**config.mk**
```make
export PLATFORM = sky130hd
export DESIGN_NAME = divider_flat
export DESIGN_NICKNAME = d
export VERILOG_FILES = /design/src/rtl/divider_pkg.sv /design/src/rtl/divider_if.sv /design/src/rtl/divider_step.sv /design/src/rtl/divider.sv /design/src/flat_wrapper.sv
export SDC_FILE = /design/constraint.sdc
export NUM_CORES = 1
export LEC_CHECK = 0
export ABC_AREA = 0
export BUFFER_PORTS_ARGS = -buffer_cell sky130_fd_sc_hd__buf_2
export CAP_MARGIN = 20
export CORE_MARGIN = 3
export CORE_UTILIZATION = 55
export CTS_CLUSTER_SIZE = 30
export DETAILED_ROUTE_END_ITERATION = 12
export PLACE_DENSITY = 0.82
export SLEW_MARGIN = 10
export SYNTH_ARGS = -nofsm -noshare
export SYNTH_HDL_FRONTEND = slang
export SYNTH_SLANG_ARGS = --single-unit
```
**constraint.sdc**
```tcl
create_clock -name clk -period 4.6 [get_ports clk]
set_input_delay 0.69 -clock clk [delete_from_list [all_inputs] [get_ports clk]]
set_output_delay 0.69 -clock clk [all_outputs]
set_load 0.01 [all_outputs]
```
**src/rtl/divider_pkg.sv**
```systemverilog
// Shared types and sizing for the iterative restoring divider.
package divider_pkg;

  localparam int DIV_WIDTH = 32;
  localparam int CNT_W     = $clog2(DIV_WIDTH) + 1;

  typedef enum logic [1:0] {
    IDLE,
    DIV,
    FIX,
    DONE
  } div_state_t;

endpackage

```
**src/rtl/divider_if.sv**
```systemverilog
// Request/result bundle between the execute-stage controller and the divider.
interface divider_if #(parameter int WIDTH = divider_pkg::DIV_WIDTH);

  logic             start;
  logic             is_signed;
  logic [WIDTH-1:0] a;
  logic [WIDTH-1:0] b;
  logic [WIDTH-1:0] q;
  logic [WIDTH-1:0] r;
  logic             en;
  logic             dz;

  modport master (output start, is_signed, a, b, input q, r, en, dz);
  modport slave  (input start, is_signed, a, b, output q, r, en, dz);

endinterface

```
**src/rtl/divider_step.sv**
```systemverilog
// One restoring-division iteration on unsigned magnitudes.
module div_step
  import divider_pkg::*;
#(
  parameter int WIDTH = DIV_WIDTH
) (
  input  logic [WIDTH-1:0] rem,
  input  logic [WIDTH-1:0] quo,
  input  logic [WIDTH-1:0] divisor,
  output logic [WIDTH-1:0] rem_nx,
  output logic [WIDTH-1:0] quo_nx
);

  logic [WIDTH:0] shifted;
  logic [WIDTH:0] trial;

  // rem < divisor holds between steps, so the difference always fits WIDTH+1 signed bits
  always_comb begin
    shifted = {rem, quo[WIDTH-1]};
    trial   = shifted - {1'b0, divisor};
    if (!trial[WIDTH]) begin
      rem_nx = trial[WIDTH-1:0];
      quo_nx = {quo[WIDTH-2:0], 1'b1};
    end else begin
      rem_nx = shifted[WIDTH-1:0];
      quo_nx = {quo[WIDTH-2:0], 1'b0};
    end
  end

endmodule

```
**src/rtl/divider.sv**
```systemverilog
// Iterative divider: one quotient bit per clock, sign fix-up, result held with en.
//
//   state | meaning
//   IDLE  | reset state, waiting for start
//   DIV   | WIDTH restoring iterations on magnitudes
//   FIX   | sign correction, result registers loaded
//   DONE  | result held with en=1, new start accepted
module divider
  import divider_pkg::*;
#(
  parameter int WIDTH = DIV_WIDTH
) (
  input  logic     clk,
  input  logic     reset,
  divider_if.slave bus
);

  localparam logic [CNT_W-1:0] LAST_CNT = CNT_W'(WIDTH - 1);

  div_state_t       state_q, state_d;
  logic             accept;
  logic [CNT_W-1:0] count;
  logic             sa, sb, zero;
  logic [WIDTH-1:0] mag_b, a_orig;
  logic [WIDTH-1:0] rem, quo;
  logic [WIDTH-1:0] rem_nx, quo_nx;
  logic [WIDTH-1:0] q_r, r_r;
  logic             en_r, dz_r;
  logic             sa_in, sb_in;

  assign sa_in = bus.is_signed & bus.a[WIDTH-1];
  assign sb_in = bus.is_signed & bus.b[WIDTH-1];

  div_step #(.WIDTH(WIDTH)) u_step (
    .rem     (rem),
    .quo     (quo),
    .divisor (mag_b),
    .rem_nx  (rem_nx),
    .quo_nx  (quo_nx)
  );

  always_ff @(posedge clk) begin
    if (reset) state_q <= IDLE;
    else       state_q <= state_d;
  end

  always_comb begin
    state_d = state_q;
    accept  = 1'b0;
    case (state_q)
      IDLE, DONE: begin
        if (bus.start) begin
          accept  = 1'b1;
          state_d = DIV;
        end
      end
      DIV:     if (count == LAST_CNT) state_d = FIX;
      FIX:     state_d = DONE;
      default: state_d = IDLE;
    endcase
  end

  always_ff @(posedge clk) begin
    if (reset) begin
      count  <= '0;
      sa     <= 1'b0;
      sb     <= 1'b0;
      zero   <= 1'b0;
      mag_b  <= '0;
      a_orig <= '0;
      rem    <= '0;
      quo    <= '0;
      q_r    <= '0;
      r_r    <= '0;
      en_r   <= 1'b0;
      dz_r   <= 1'b0;
    end else if (accept) begin
      sa     <= sa_in;
      sb     <= sb_in;
      zero   <= (bus.b == '0);
      mag_b  <= sb_in ? -bus.b : bus.b;
      quo    <= sa_in ? -bus.a : bus.a;
      a_orig <= bus.a;
      rem    <= '0;
      count  <= '0;
      en_r   <= 1'b0;
    end else if (state_q == DIV) begin
      rem   <= rem_nx;
      quo   <= quo_nx;
      count <= count + CNT_W'(1);
    end else if (state_q == FIX) begin
      // a zero divisor still runs the full iteration count; only the result is replaced
      if (zero) begin
        q_r  <= '1;
        r_r  <= a_orig;
        dz_r <= 1'b1;
      end else begin
        q_r  <= (sa ^ sb) ? -quo : quo;
        r_r  <= sa ? -rem : rem;
        dz_r <= 1'b0;
      end
      en_r <= 1'b1;
    end
  end

  assign bus.q  = q_r;
  assign bus.r  = r_r;
  assign bus.en = en_r;
  assign bus.dz = dz_r;

endmodule

```
**src/flat_wrapper.sv**
```systemverilog
// flat-port wrapper written by rule: the top's interface ports become plain ports
module divider_flat import divider_pkg::*;
#(
  parameter int WIDTH = DIV_WIDTH
)
  (clk, reset, bus_start, bus_is_signed, bus_a, bus_b, bus_q, bus_r, bus_en, bus_dz);
  divider_if #(.WIDTH(WIDTH)) bus_i ();
  input  logic clk;
  input  logic reset;
  input wire logic [$bits(bus_i.start)-1:0] bus_start;
  input wire logic [$bits(bus_i.is_signed)-1:0] bus_is_signed;
  input wire logic [$bits(bus_i.a)-1:0] bus_a;
  input wire logic [$bits(bus_i.b)-1:0] bus_b;
  output wire logic [$bits(bus_i.q)-1:0] bus_q;
  output wire logic [$bits(bus_i.r)-1:0] bus_r;
  output wire logic [$bits(bus_i.en)-1:0] bus_en;
  output wire logic [$bits(bus_i.dz)-1:0] bus_dz;
  assign bus_i.start = bus_start;
  assign bus_i.is_signed = bus_is_signed;
  assign bus_i.a = bus_a;
  assign bus_i.b = bus_b;
  assign bus_q = bus_i.q;
  assign bus_r = bus_i.r;
  assign bus_en = bus_i.en;
  assign bus_dz = bus_i.dz;
  divider #(.WIDTH(WIDTH)) u_core (.clk(clk), .reset(reset), .bus(bus_i));
endmodule
```
==> metrics.md, run 1 <==
| Metric | Value |
|---|---|
| Dpl cells | 1885 |
| P_sw | 4.85 mW |
| Crit path arrival time | 3.80 ns |
| Largest net degree at the start of global routing | 127 |
| Die W | 155 um |
| TNS Setup | 0 ns |
| Rel. slew slack | 0.403 |
| Leading area contributor after synthesis | dfxtp_1 |
| Flops & latches, synth | 205 |
| Worst Clk Skew | 0.0231 ns |
| Overall Global Routing Usage | 0.257 |
| Mapped cell area | 12200 um^2 |
| Worst Path Required | 5.01 ns |
| Layout cells sized above 1 | 0.123 |
| CTS tree | yes |
| Global-route wire length before repair | 52500 um |
| Net count, final | 1746 |
| Filler cells | 1811 |
| Core ar. | 21400 um^2 |
| Tot Pwr | 10.7 mW |
| Switch share | 0.453 |
| Syn Nets | 1676 |
| Remaining antenna violation count | 0 |
| Maximum clock frequency | 295 MHz |
| FF-to-FF path depth | 12 |
| Tmin final | 3.39 ns |
| Vias in the first global route | 10700 |
| Period utilization | 0.737 |
| Initial antenna violation count | 4 |
| Root Buffer Master | clkbuf_16 |
| Critical path class | flop to flop |
| Cell area power density | 777 nW/um^2 |
| Die area | 24000 um^2 |
| Number of library cell types mapped by synthesis | 52 |
| Unrepaired setup endpoints after global routing | false |
| Final max-slew violation count | 0 |
| Yosys top cell area share | 0.336 |
| Post-CTS Setup Repair Bufs | 0 |
| Vias per Instance | 5.98 |
| Clk buf depth | 3 |
| Fin util | 0.643 |
| Hold path depth | 3 |
| Worst ir drop on vdd | 0.000529 V |
| Synthesis Warnings | 0 |
| Final wirelength | 31900 um |
| Initial Util | 0.570 |
| Logic pwr share | 0.557 |
| Number of flops mapped to enable cells by yosys | 0 |
| CP Capture Type | flop |
| Total CTS buffers | 23 |
| Synth Flop Type | dfxtp_1 |
| Placer Congestion | 0.934 |
| Vias | 11500 |
| Num ports | 134 |
| DR WL/cell | 16.5 um |
| Mapped Avg Cell Area | 7.79 um^2 |
| HP Class | primary input to flop |
| Synth async-reset ratio | 0 |
| Mapped Cells | 1567 |
| RR Endpoint | u_core.rem[30]$_SDFFE_PP0P_ |
| Final setup violation count | 0 |
| CP Launch Type | flop |
| DRT iter0 DRCs | 1033 |
| CTS Hold Buffers Added | 0 |
| H-tree depth | 1 |
| Seq/Total Area, Yosys | 0.336 |
| CP max FO | 4 |
| Clk Latency, worst-skew pair | 0.53 ns |
| P&R area growth vs syn | 12.8% |
| Max-Cap Viols | 0 |
| Clock Pin Slew Worst Setup and Hold Paths | 0.06 ns |
| DP Wirelength | 23000 um |
| Status | finished, final reports clean |
| Actual slew at the worst max-slew pin | 0.893 ns |
| Non-filler instance count after layout | 1930 |
| Power share of the clock group | 0.173 |
| Drt first pass iters | 6 |
| Reg2reg setup slack | 1.21 ns |
| Pint | 5.85 mW |
| CTS resizes | 0 |
| R2R Path Start | u_core.quo[31]$_SDFFE_PP0P_ |
| Sequential power share | 0.270 |
| Overflow after GRT | 0 |
| Hold Crit Start | bus_a[31] |
| WHS Endpoint | u_core.a_orig[31]$_SDFFE_PP0P_ |
| Die H | 155 um |
| # rows | 53 |
| Static Leakage | 5.60 nW |
| Post-route DRC | 0 |
| Final hold vios | 0 |
| Synth area leaders | dfxtp_1 (34%), nor2_1 (6.1%), a21oi_1 (5.7%) |
| Worst hold margin | 0.426 ns |
| Clk sink count | 205 |
| Buffers added on ports | 133 |
[power groups by stage]
stage	combinational [mW]	clock, mW	sequential, mW
6_report	5.96	1.85	2.89
3_3_place_gp	5.71	0	2.88
4_1_cts	5.88	1.87	2.87
5_1_grt	6.63	1.94	2.96
3_5_place_dp	5.83	0	2.91
2_1_floorplan	4.56	0	2.79
[layout by cell type, fill, tap and decap left out, types with 8 or more instances in the layout]
cell type and n:
nor2b_1 8, buf_2 132, nand2b_1 19, or3_1 18, xnor2_1 70, a21oi_1 138
a31oi_1 10, nor4_1 9, ha_1 38, nand4_1 11, a211oi_1 66, a21o_1 22
or4_1 13, nor2_1 200, nand2_1 150, xor2_1 76, nand3_1 14, inv_1 54
o21ai_0 113, o22ai_1 36, a311oi_1 8, o31ai_1 26, dfxtp_1 204, mux2i_1 65
buf_4 12, nor3_1 20, o41ai_1 14, clkbuf_16 23
[how the worst max path moves through the flow]
stage                                start                            end  slack (ns)  cells after the start
3_3_place_gp                      bus_b[8]  u_core.mag_b[28]$_SDFFE_PP0P_        1.14                      9
5_1_grt        u_core.quo[31]$_SDFFE_PP0P_    u_core.rem[28]$_SDFFE_PP0P_        1.01                     13
2_1_floorplan                     bus_b[8]  u_core.mag_b[28]$_SDFFE_PP0P_        1.42                      8
6_report       u_core.quo[31]$_SDFFE_PP0P_    u_core.rem[30]$_SDFFE_PP0P_        1.21                     12
3_5_place_dp                      bus_b[8]  u_core.mag_b[28]$_SDFFE_PP0P_        1.00                      9
4_1_cts        u_core.quo[31]$_SDFFE_PP0P_    u_core.rem[29]$_SDFFE_PP0P_        1.26                     12
[logic make-up (layout without fill, tap and decap cells)]
kind of cell | count (synthesis) | after routing | synth area share
other | 0 | 3 | 0
buffers and inverters | 155 | 240 | 0.0477
AND/OR/NAND/NOR | 495 | 495 | 0.183
multiplexers | 65 | 65 | 0.0533
AO/OA/AOI/OAI | 459 | 459 | 0.232
flip-flops | 205 | 205 | 0.336
adder cells (fa/ha/maj) | 41 | 41 | 0.0426
XOR/XNOR | 147 | 147 | 0.105
[through the flow]
step | cell area (um^2) | setup WS (ns)
after CTS | 13700 | 1.26
after floorplan | 12200 | 1.42
final | 13800 | 1.21
after global placement | 13000 | 1.14
after detailed placement | 13000 | 1.00
after global routing | 13800 | 1.01
[cells in the mapped netlist, types with 2 or more instances]
| master | number |
|---|---|
| nand4_1 | 11 |
| a31oi_1 | 10 |
| inv_1 | 54 |
| a41oi_1 | 3 |
| o21ai_1 | 4 |
| nor2b_1 | 8 |
| xnor2_1 | 70 |
| or3_4 | 3 |
| and2_1 | 8 |
| xor2_1 | 77 |
| nor3_1 | 20 |
| nor4_1 | 9 |
| o31ai_4 | 2 |
| and3_1 | 7 |
| or2_2 | 3 |
| a21oi_1 | 138 |
| ha_1 | 40 |
| buf_1 | 7 |
| or3_1 | 18 |
| and4_1 | 3 |
| a311oi_1 | 8 |
| a21o_1 | 22 |
| dfxtp_1 | 205 |
| o22ai_1 | 36 |
| nand2b_1 | 19 |
| nand3_1 | 14 |
| o211ai_1 | 2 |
| or4_1 | 13 |
| o21ai_0 | 113 |
| or4_4 | 2 |
| o41ai_1 | 14 |
| mux2i_1 | 65 |
| nor2_1 | 200 |
| o21bai_1 | 3 |
| or3b_2 | 4 |
| o31ai_1 | 26 |
| a211o_1 | 3 |
| nand2_1 | 151 |
| o211a_1 | 2 |
| a211oi_1 | 66 |
| clkbuf_1 | 93 |
[registers in the layout, summed over array words and instances (netlist names)]
name            count
u_core.a_orig      32
u_core.bus.q       32
u_core.bus.r       32
u_core.mag_b       32
u_core.quo         32
u_core.rem         32
u_core.count        6
u_core.state_q      2
u_core.bus.dz       1
u_core.bus.en       1
u_core.sa           1
u_core.sb           1
u_core.zero         1
[critical path: stages, from the launching register on]
cell,delay [ns]
dfxtp_1,0.42
inv_1,0.07
ha_1,0.22
fa_1,0.38
nor2b_1,0.23
o31ai_1,0.17
a211oi_1,0.45
a211oi_1,0.23
o21ai_0,0.48
a311oi_1,0.20
o21bai_1,0.19
xnor2_1,0.13
o21ai_0,0.10
[routing by layer]
metal,vias up,routed length [um],GRT usage
li1,5703,-,-
met1,5351,14000,0.350
met2,414,14600,0.424
met3,76,2340,0.0350
met4,2,926,0.0837
met5,-,13,0
[final cells by class]
cell class | instances | area [um^2] | area share
multi-input combinational | 1207 | 7570 | 0.549
tap | 275 | 344 | 0.0250
timing repair buffer | 146 | 786 | 0.0570
inverter | 54 | 203 | 0.0147
antenna | 3 | 7.51 | 0.000545
sequential | 205 | 4110 | 0.298
clock inverter | 9 | 116 | 0.00845
clock buffer | 31 | 646 | 0.0469
Power figures use the tool's default switching activity.
==> run 2: changes to the inputs <==
Settings changed: ABC_AREA 0 to 1, PLACE_DENSITY 0.82 to 0.84.
Clock period 4.6 ns to 3.1 ns, I/O delays scaled along.
==> metrics.md, run 2 <==
| Metric | Value |
|---|---|
| CTS resizes | 0 (unchanged) |
| Max-Cap Viols | 0 (unchanged) |
| Static Leakage | 7.84 nW (+40%) |
| Yosys top cell area share | 0.291 (-0.0452) |
| Remaining antenna violation count | 0 (unchanged) |
| Mapped Cells | 2335 (+49%) |
| Critical-path cell list | inv_1 -> ha_1 -> fa_1 -> inv_1 -> nand2_1 -> nand2_1 -> nand3_1 -> nand2_2 -> nand2_1 -> nand2_2 -> nand2_2 -> nand2_2 -> nand2_2 -> nand2_4 -> nand2_1 -> nand2_1 -> nand2_1 -> a21oi_2 |
| Largest net degree at the start of global routing | 53 (-58%) |
| Seq/Total Area, Yosys | 0.291 (-0.0452) |
| CTS Hold Buffers Added | 0 (unchanged) |
| Post-CTS Setup Repair Bufs | 0 (unchanged) |
| Final wirelength | 45600 um (+43%) |
| DR WL/cell | 16.5 um (-0.39%) |
| Final Worst Setup Slack | 0.438 ns (-0.772 ns) |
| Initial Util | 0.570 (about the same) |
| # rows | 57 (+7.5%) |
| Worst ir drop on vdd | 0.000702 V (+33%) |
| Mux cell area share after synthesis | 0 (-0.0533) |
| CTS tree | yes |
| CP Launch Type | flop |
| Vias in the first global route | 14400 (+35%) |
| Actual slew at the worst max-slew pin | 1.00 ns (+0.111 ns) |
| Unrepaired setup endpoints after global routing | false |
| Hold path depth | 2 (-1) |
| Place WS | 0.511 ns (-0.490 ns) |
| Number of library cell types mapped by synthesis | 55 (+5.8%) |
| Number of flops mapped to enable cells by yosys | 0 (unchanged) |
| Crit path arrival time | 3.11 ns (-0.69 ns) |
| Core ar. | 24700 um^2 (+16%) |
| Synth Flop Type | dfxtp_1 |
| Layout cells sized above 1 | 0.103 (-0.0197) |
| DP Wirelength | 34200 um (+49%) |
| Failing checks | DRC |
| Overall Global Routing Usage | 0.314 (+0.0565) |
| Post-synthesis simple-gate area fraction | 0.340 (+0.156) |
| Worst Path Required | 3.55 ns (-1.46 ns) |
| Mapped Avg Cell Area | 6.04 um^2 (-22%) |
| Clk Latency, worst-skew pair | 0.54 ns (about the same) |
| Hold Crit Start | reset |
| Die W | 166 um (+7.2%) |
| Final setup violation count | 0 (unchanged) |
| Filler cells | 2380 (+31%) |
| CP max FO | 33 (+29) |
| Global-route wire length before repair | 72600 um (+38%) |
| Root Buffer Master | clkbuf_16 |
| Period utilization | 0.859 (+0.122) |
| Syn Nets | 2444 (+46%) |
| FF-to-FF path depth | 18 (+6) |
| RR Endpoint | u_core.rem[26]$_SDFFE_PP0P_ |
| Adder-Cell Fraction of Synth Area | 0.0369 (-0.00573) |
| Die area | 27600 um^2 (+15%) |
| Final max-slew violation count | 0 (unchanged) |
| Mapped cell area | 14100 um^2 (+16%) |
| Vias per Instance | 5.63 (-6.0%) |
| Final hold vios | 0 (unchanged) |
| Slowest cell on the critical path | fa_1 |
| Overflow after GRT | 0 (unchanged) |
| Reg2reg setup slack | 0.44 ns (-0.77 ns) |
| WHS Endpoint | u_core.state_q[1]$_SDFFE_PP0P_ |
| Worst hold margin | 0.162 ns (-0.264 ns) |
| N_diodes | 0 (-3) |
| DRT iter0 DRCs | 1605 (+55%) |
| XOR/XNOR Fraction of Synth Area | 0.0180 (-0.0874) |
| R2R Path Start | u_core.quo[31]$_SDFFE_PP0P_ |
| Top cell by count, worst path | nand2_1 |
| Initial antenna violation count | 0 (-4) |
| Total CTS buffers | 25 (+8.7%) |
| H-tree depth | 1 (unchanged) |
| Maximum clock frequency | 376 MHz (+27%) |
| Buffers added on ports | 133 (unchanged) |
| Synth top cells by count | nand2_1 (635), inv_1 (374), dfxtp_1 (205) |
| Status | complete, but fails checks |
| Critical path class | flop to flop |
| Cell area power density | 1260 nW/um^2 (+62%) |
| Net count, final | 2535 (+45%) |
| Largest family of logic cells by synthesized area | simple AND/OR/NAND/NOR gates |
| Flops & latches, synth | 205 (unchanged) |
| Clk buf depth | 3 (unchanged) |
| Clk sink count | 205 (unchanged) |
| Placer Congestion | 1.09 (+17%) |
| Rel. slew slack | 0.327 (-0.0757) |
| Synth async-reset ratio | 0 (unchanged) |
| Largest stage delay, worst path | 0.40 ns (-0.08 ns) |
| Num ports | 134 (unchanged) |
| Fin util | 0.639 (-0.00412) |
| Leading area contributor after synthesis | dfxtp_1 |
| Most frequent cell after synthesis | nand2_1 |
| Synthesis Warnings | 0 (unchanged) |
| Post-route DRC | 1 (+1) |
| Die H | 166 um (+7.2%) |
| Worst Clk Skew | 0.0314 ns (+0.00836 ns) |
| Most frequent cells in the layout | nand2_1 (634), inv_1 (373), dfxtp_1 (205) |
| CP Capture Type | flop |
| TNS Setup | 0 ns (unchanged) |
| Tmin final | 2.66 ns (-0.728 ns) |
| Compound-gate portion of the synthesized area | 0.184 (-0.0476) |
| Synth area leaders | dfxtp_1 (29%), nand2_1 (17%), inv_1 (9.9%) |
| Clock Pin Slew Worst Setup and Hold Paths | 0.06 ns (about the same) |
| Most common cell after layout, fill and taps aside | nand2_1 |
| P&R area growth vs syn | 12.0% |
| HP Class | primary input to flop |
| Drt first pass iters | 12 (+6) |
| Vias | 15600 (+35%) |
[run 2: cell count changes after synthesis, moves of 21 or more]
| cell | delta |
|---|---|
| nand2_1 | +484 |
| inv_1 | +320 |
| nand3_1 | +148 |
| xnor2_1 | -67 |
| mux2i_1 | -65 |
| a211oi_1 | -54 |
| xor2_1 | -51 |
| o21ai_0 | +44 |
| a21oi_1 | +31 |
| clkbuf_1 | -27 |
| nand4_1 | +24 |
| o211ai_1 | +21 |
[run 2: through the flow]
stage	instances	cell area [um^2]	power, mW
after detailed placement	2723	14900	16.5
after global placement	2723	14900	16.3
after CTS	2767	15800	19.7
after floorplan	2335	14100	13.6
final	2767	15800	19.9
after global routing	2767	15800	21.8
[run 2: power breakdown]
group          total (mW)  switching (mW)  internal [mW]
clock network        3.08            1.21           1.87
registers            4.18           0.771           3.41
logic                12.6            8.63           3.97
total                19.9            10.6           9.24
[run 2: area by class of cell]
| type | instances | area, um^2 | area share |
|---|---|---|---|
| Clock buffer | 34 | 709 | 0.0449 |
| Clock inverter | 10 | 155 | 0.00981 |
| Inverter | 380 | 1430 | 0.0902 |
| Multi-Input combinational cell | 1659 | 8170 | 0.517 |
| Sequential cell | 205 | 4100 | 0.260 |
| Tap cell | 324 | 405 | 0.0256 |
| Timing Repair Buffer | 155 | 843 | 0.0533 |
[run 2: worst max-delay path by stage]
stage / startpoint / endpoint / slack [ns] / cells past startpoint
4_1_cts: u_core.quo[31]$_SDFFE_PP0P_ / u_core.rem[26]$_SDFFE_PP0P_ / 0.45 / 18
2_1_floorplan: u_core.quo[31]$_SDFFE_PP0P_ / u_core.rem[27]$_SDFFE_PP0P_ / 0.92 / 19
5_1_grt: u_core.quo[31]$_SDFFE_PP0P_ / u_core.rem[26]$_SDFFE_PP0P_ / 0.24 / 18
3_5_place_dp: u_core.quo[31]$_SDFFE_PP0P_ / u_core.rem[26]$_SDFFE_PP0P_ / 0.51 / 18
6_report: u_core.quo[31]$_SDFFE_PP0P_ / u_core.rem[26]$_SDFFE_PP0P_ / 0.44 / 18
3_3_place_gp: u_core.quo[31]$_SDFFE_PP0P_ / u_core.rem[27]$_SDFFE_PP0P_ / 0.66 / 18
[run 2: worst max-delay path, delay by kind of cell (launching register included)]
kind            cells  cell delay, ns
compound gates      1            0.12
fa+ha+maj           2            0.64
simple gates       13            1.26
buf+inv             2            0.18
flops               1            0.36
[run 2: logic make-up after synthesis]
logic type / Yosys count
adders and majority gates: 41
DFF: 205
buffers and inverters: 471
xor gates and xnor gates: 29
and+or+nand+nor: 1131
AOI/OAI and AO/OA: 458
[run 2: per-layer routing]
metal	GRT usage	up-vias	wire length [um]	share of wire
met5	0	-	0	0
met4	0.137	0	2290	0.050
met3	0.0440	133	3690	0.081
met2	0.518	679	20500	0.45
met1	0.411	7029	19100	0.42
li1	-	7726	-	-
==> run 3: changes to the inputs <==
Settings changed: RECOVER_POWER set to 25.
==> metrics.md, run 3 (synthesis gave the netlist of run 2 again) <==
| Metric | Value |
|---|---|
| Status | finished, final reports clean |
| Buffers added on ports | 133 (unchanged) |
| Hold Crit Start | reset |
| Clk Latency, worst-skew pair | 0.55 ns (about the same) |
| Core ar. | 24700 um^2 (unchanged) |
| CP max FO | 33 (unchanged) |
| CTS tree | yes |
| Crit path arrival time | 3.11 ns (about the same) |
| Die H | 166 um (unchanged) |
| Worst ir drop on vdd | 0.000706 V (+0.56%) |
| Worst Clk Skew | 0.0301 ns (-0.00130 ns) |
| Most common cell after layout, fill and taps aside | nand2_1 |
| Final max-slew violation count | 0 (unchanged) |
| Total CTS buffers | 25 (unchanged) |
| CP Capture Type | flop |
| Clock Pin Slew Worst Setup and Hold Paths | 0.06 ns (about the same) |
| Die W | 166 um (unchanged) |
| Cell area power density | 1260 nW/um^2 (+0.25%) |
| Vias | 15600 (+0.032%) |
| Final wirelength | 45500 um (about the same) |
| Tmin final | 2.66 ns (-0.00318 ns) |
| DP Wirelength | 34200 um (unchanged) |
| Vias per Instance | 5.63 (about the same) |
| Root Buffer Master | clkbuf_16 |
| CTS Hold Buffers Added | 0 (unchanged) |
| Overflow after GRT | 0 (unchanged) |
| Reg2reg setup slack | 0.44 ns (about the same) |
| Layout cells sized above 1 | 0.0770 (-0.0262) |
| Worst Path Required | 3.55 ns (about the same) |
| Vias in the first global route | 14400 (unchanged) |
| Most frequent cells in the layout | nand2_1 (634), inv_1 (373), dfxtp_1 (205) |
| Static Leakage | 7.57 nW (-3.5%) |
| HP Class | primary input to flop |
| Drt first pass iters | 6 (-6) |
| Initial Util | 0.570 (unchanged) |
| TNS Setup | 0 ns (unchanged) |
| Maximum clock frequency | 376 MHz (+0.12%) |
| Rel. slew slack | 0.332 (+0.00474) |
| Global-route wire length before repair | 72600 um (unchanged) |
| Largest net degree at the start of global routing | 53 (unchanged) |
| Actual slew at the worst max-slew pin | 0.996 ns (-0.00707 ns) |
| Top cell by count, worst path | nand2_1 |
| Post-route DRC | 0 (-1) |
| Place WS | 0.511 ns (unchanged) |
| Unrepaired setup endpoints after global routing | false |
| Critical path class | flop to flop |
| CP Launch Type | flop |
| Clk sink count | 205 (unchanged) |
| Slowest cell on the critical path | fa_1 |
| Buf+Inv Stages, Crit Path | 2 (unchanged) |
| Num ports | 134 (unchanged) |
| Final setup violation count | 0 (unchanged) |
| R2R Path Start | u_core.quo[31]$_SDFFE_PP0P_ |
| Max-Cap Viols | 0 (unchanged) |
| Critical-path cell list | inv_1 -> ha_1 -> fa_1 -> inv_1 -> nand2_1 -> nand2_1 -> nand3_1 -> nand2_2 -> nand2_1 -> nand2_2 -> nand2_2 -> nand2_2 -> nand2_2 -> nand2_4 -> nand2_1 -> nand2_1 -> nand2_1 -> a21oi_2 |
| Net count, final | 2535 (unchanged) |
| Final Worst Setup Slack | 0.441 ns (+0.00318 ns) |
| # rows | 57 (unchanged) |
| Die area | 27600 um^2 (unchanged) |
| H-tree depth | 1 (unchanged) |
| Clk buf depth | 3 (unchanged) |
| DR WL/cell | 16.5 um (about the same) |
| Post-CTS Setup Repair Bufs | 0 (unchanged) |
| Placer Congestion | 1.09 (unchanged) |
| P&R area growth vs syn | 11.4% |
| CTS resizes | 0 (unchanged) |
| Filler cells | 2413 (+1.4%) |
| N_diodes | 0 (unchanged) |
| Overall Global Routing Usage | 0.314 (unchanged) |
| Final hold vios | 0 (unchanged) |
| Period utilization | 0.858 (-0.00103) |
| Crit path from | u_core.quo[31]$_SDFFE_PP0P_ |
| Largest stage delay, worst path | 0.40 ns (about the same) |
| Initial antenna violation count | 0 (unchanged) |
| Remaining antenna violation count | 0 (unchanged) |
| DRT iter0 DRCs | 1759 (+9.6%) |
| Family with the most delay on the worst path | simple AND/OR/NAND/NOR gates |
==> run 3: per-layer routing <==
metal | vias up | wire length, um | track usage
met2 | 699 | 20500 | 0.518
met1 | 7023 | 19100 | 0.411
li1 | 7721 | - | -
met4 | 0 | 2300 | 0.137
met5 | - | 0 | 0
met3 | 129 | 3650 | 0.0440
==> run 3: per-stage QoR <==
stage | utilization | area, um^2 | power (mW) | instances | hold WS [ns]
floorplan | - | 14100 | 13.6 | 2335 | 0.418
global placement | 0.604 | 14900 | 16.3 | 2723 | 0.439
detailed placement | 0.604 | 14900 | 16.5 | 2723 | 0.447
CTS | 0.639 | 15800 | 19.7 | 2767 | 0.151
global route | 0.635 | 15700 | 21.7 | 2767 | 0.168
finish | 0.635 | 15700 | 19.8 | 2767 | 0.163
==> run 3: cell type report <==
cell class	instances	area (um^2)	area share
Timing Repair Buffer	155	758	0.0482
Tap cell	324	405	0.0258
Multi-Input combinational cell	1659	8170	0.519
Sequential cell	205	4100	0.261
Clock inverter	10	155	0.00987
Inverter	380	1430	0.0907
Clock buffer	34	709	0.0451
==> run 3: where the power goes <==
group / switching [mW] / leakage, nW / internal [mW]
logic: 8.62 / 5.47 / 3.92
registers: 0.778 / 1.67 / 3.41
clock network: 1.21 / 0.425 / 1.87
==> run 3: worst reg2reg max path, stage by stage (launching register included) <==
cell     delay (ns)
dfxtp_1        0.36
inv_1          0.10
ha_1           0.24
fa_1           0.40
inv_1          0.07
nand2_1        0.04
nand2_1        0.11
nand3_1        0.10
nand2_2        0.12
nand2_1        0.08
nand2_2        0.08
nand2_2        0.07
nand2_2        0.08
nand2_2        0.06
nand2_4        0.28
nand2_1        0.12
nand2_1        0.08
nand2_1        0.06
a21oi_2        0.12
==> run 3: final timing paths <==
kind | to | cells past startpoint
min | u_core.state_q[1]$_SDFFE_PP0P_ | 2
max reg2reg | u_core.rem[26]$_SDFFE_PP0P_ | 18
min reg2reg | u_core.a_orig[26]$_SDFFE_PP0P_ | 2
max | u_core.rem[26]$_SDFFE_PP0P_ | 18
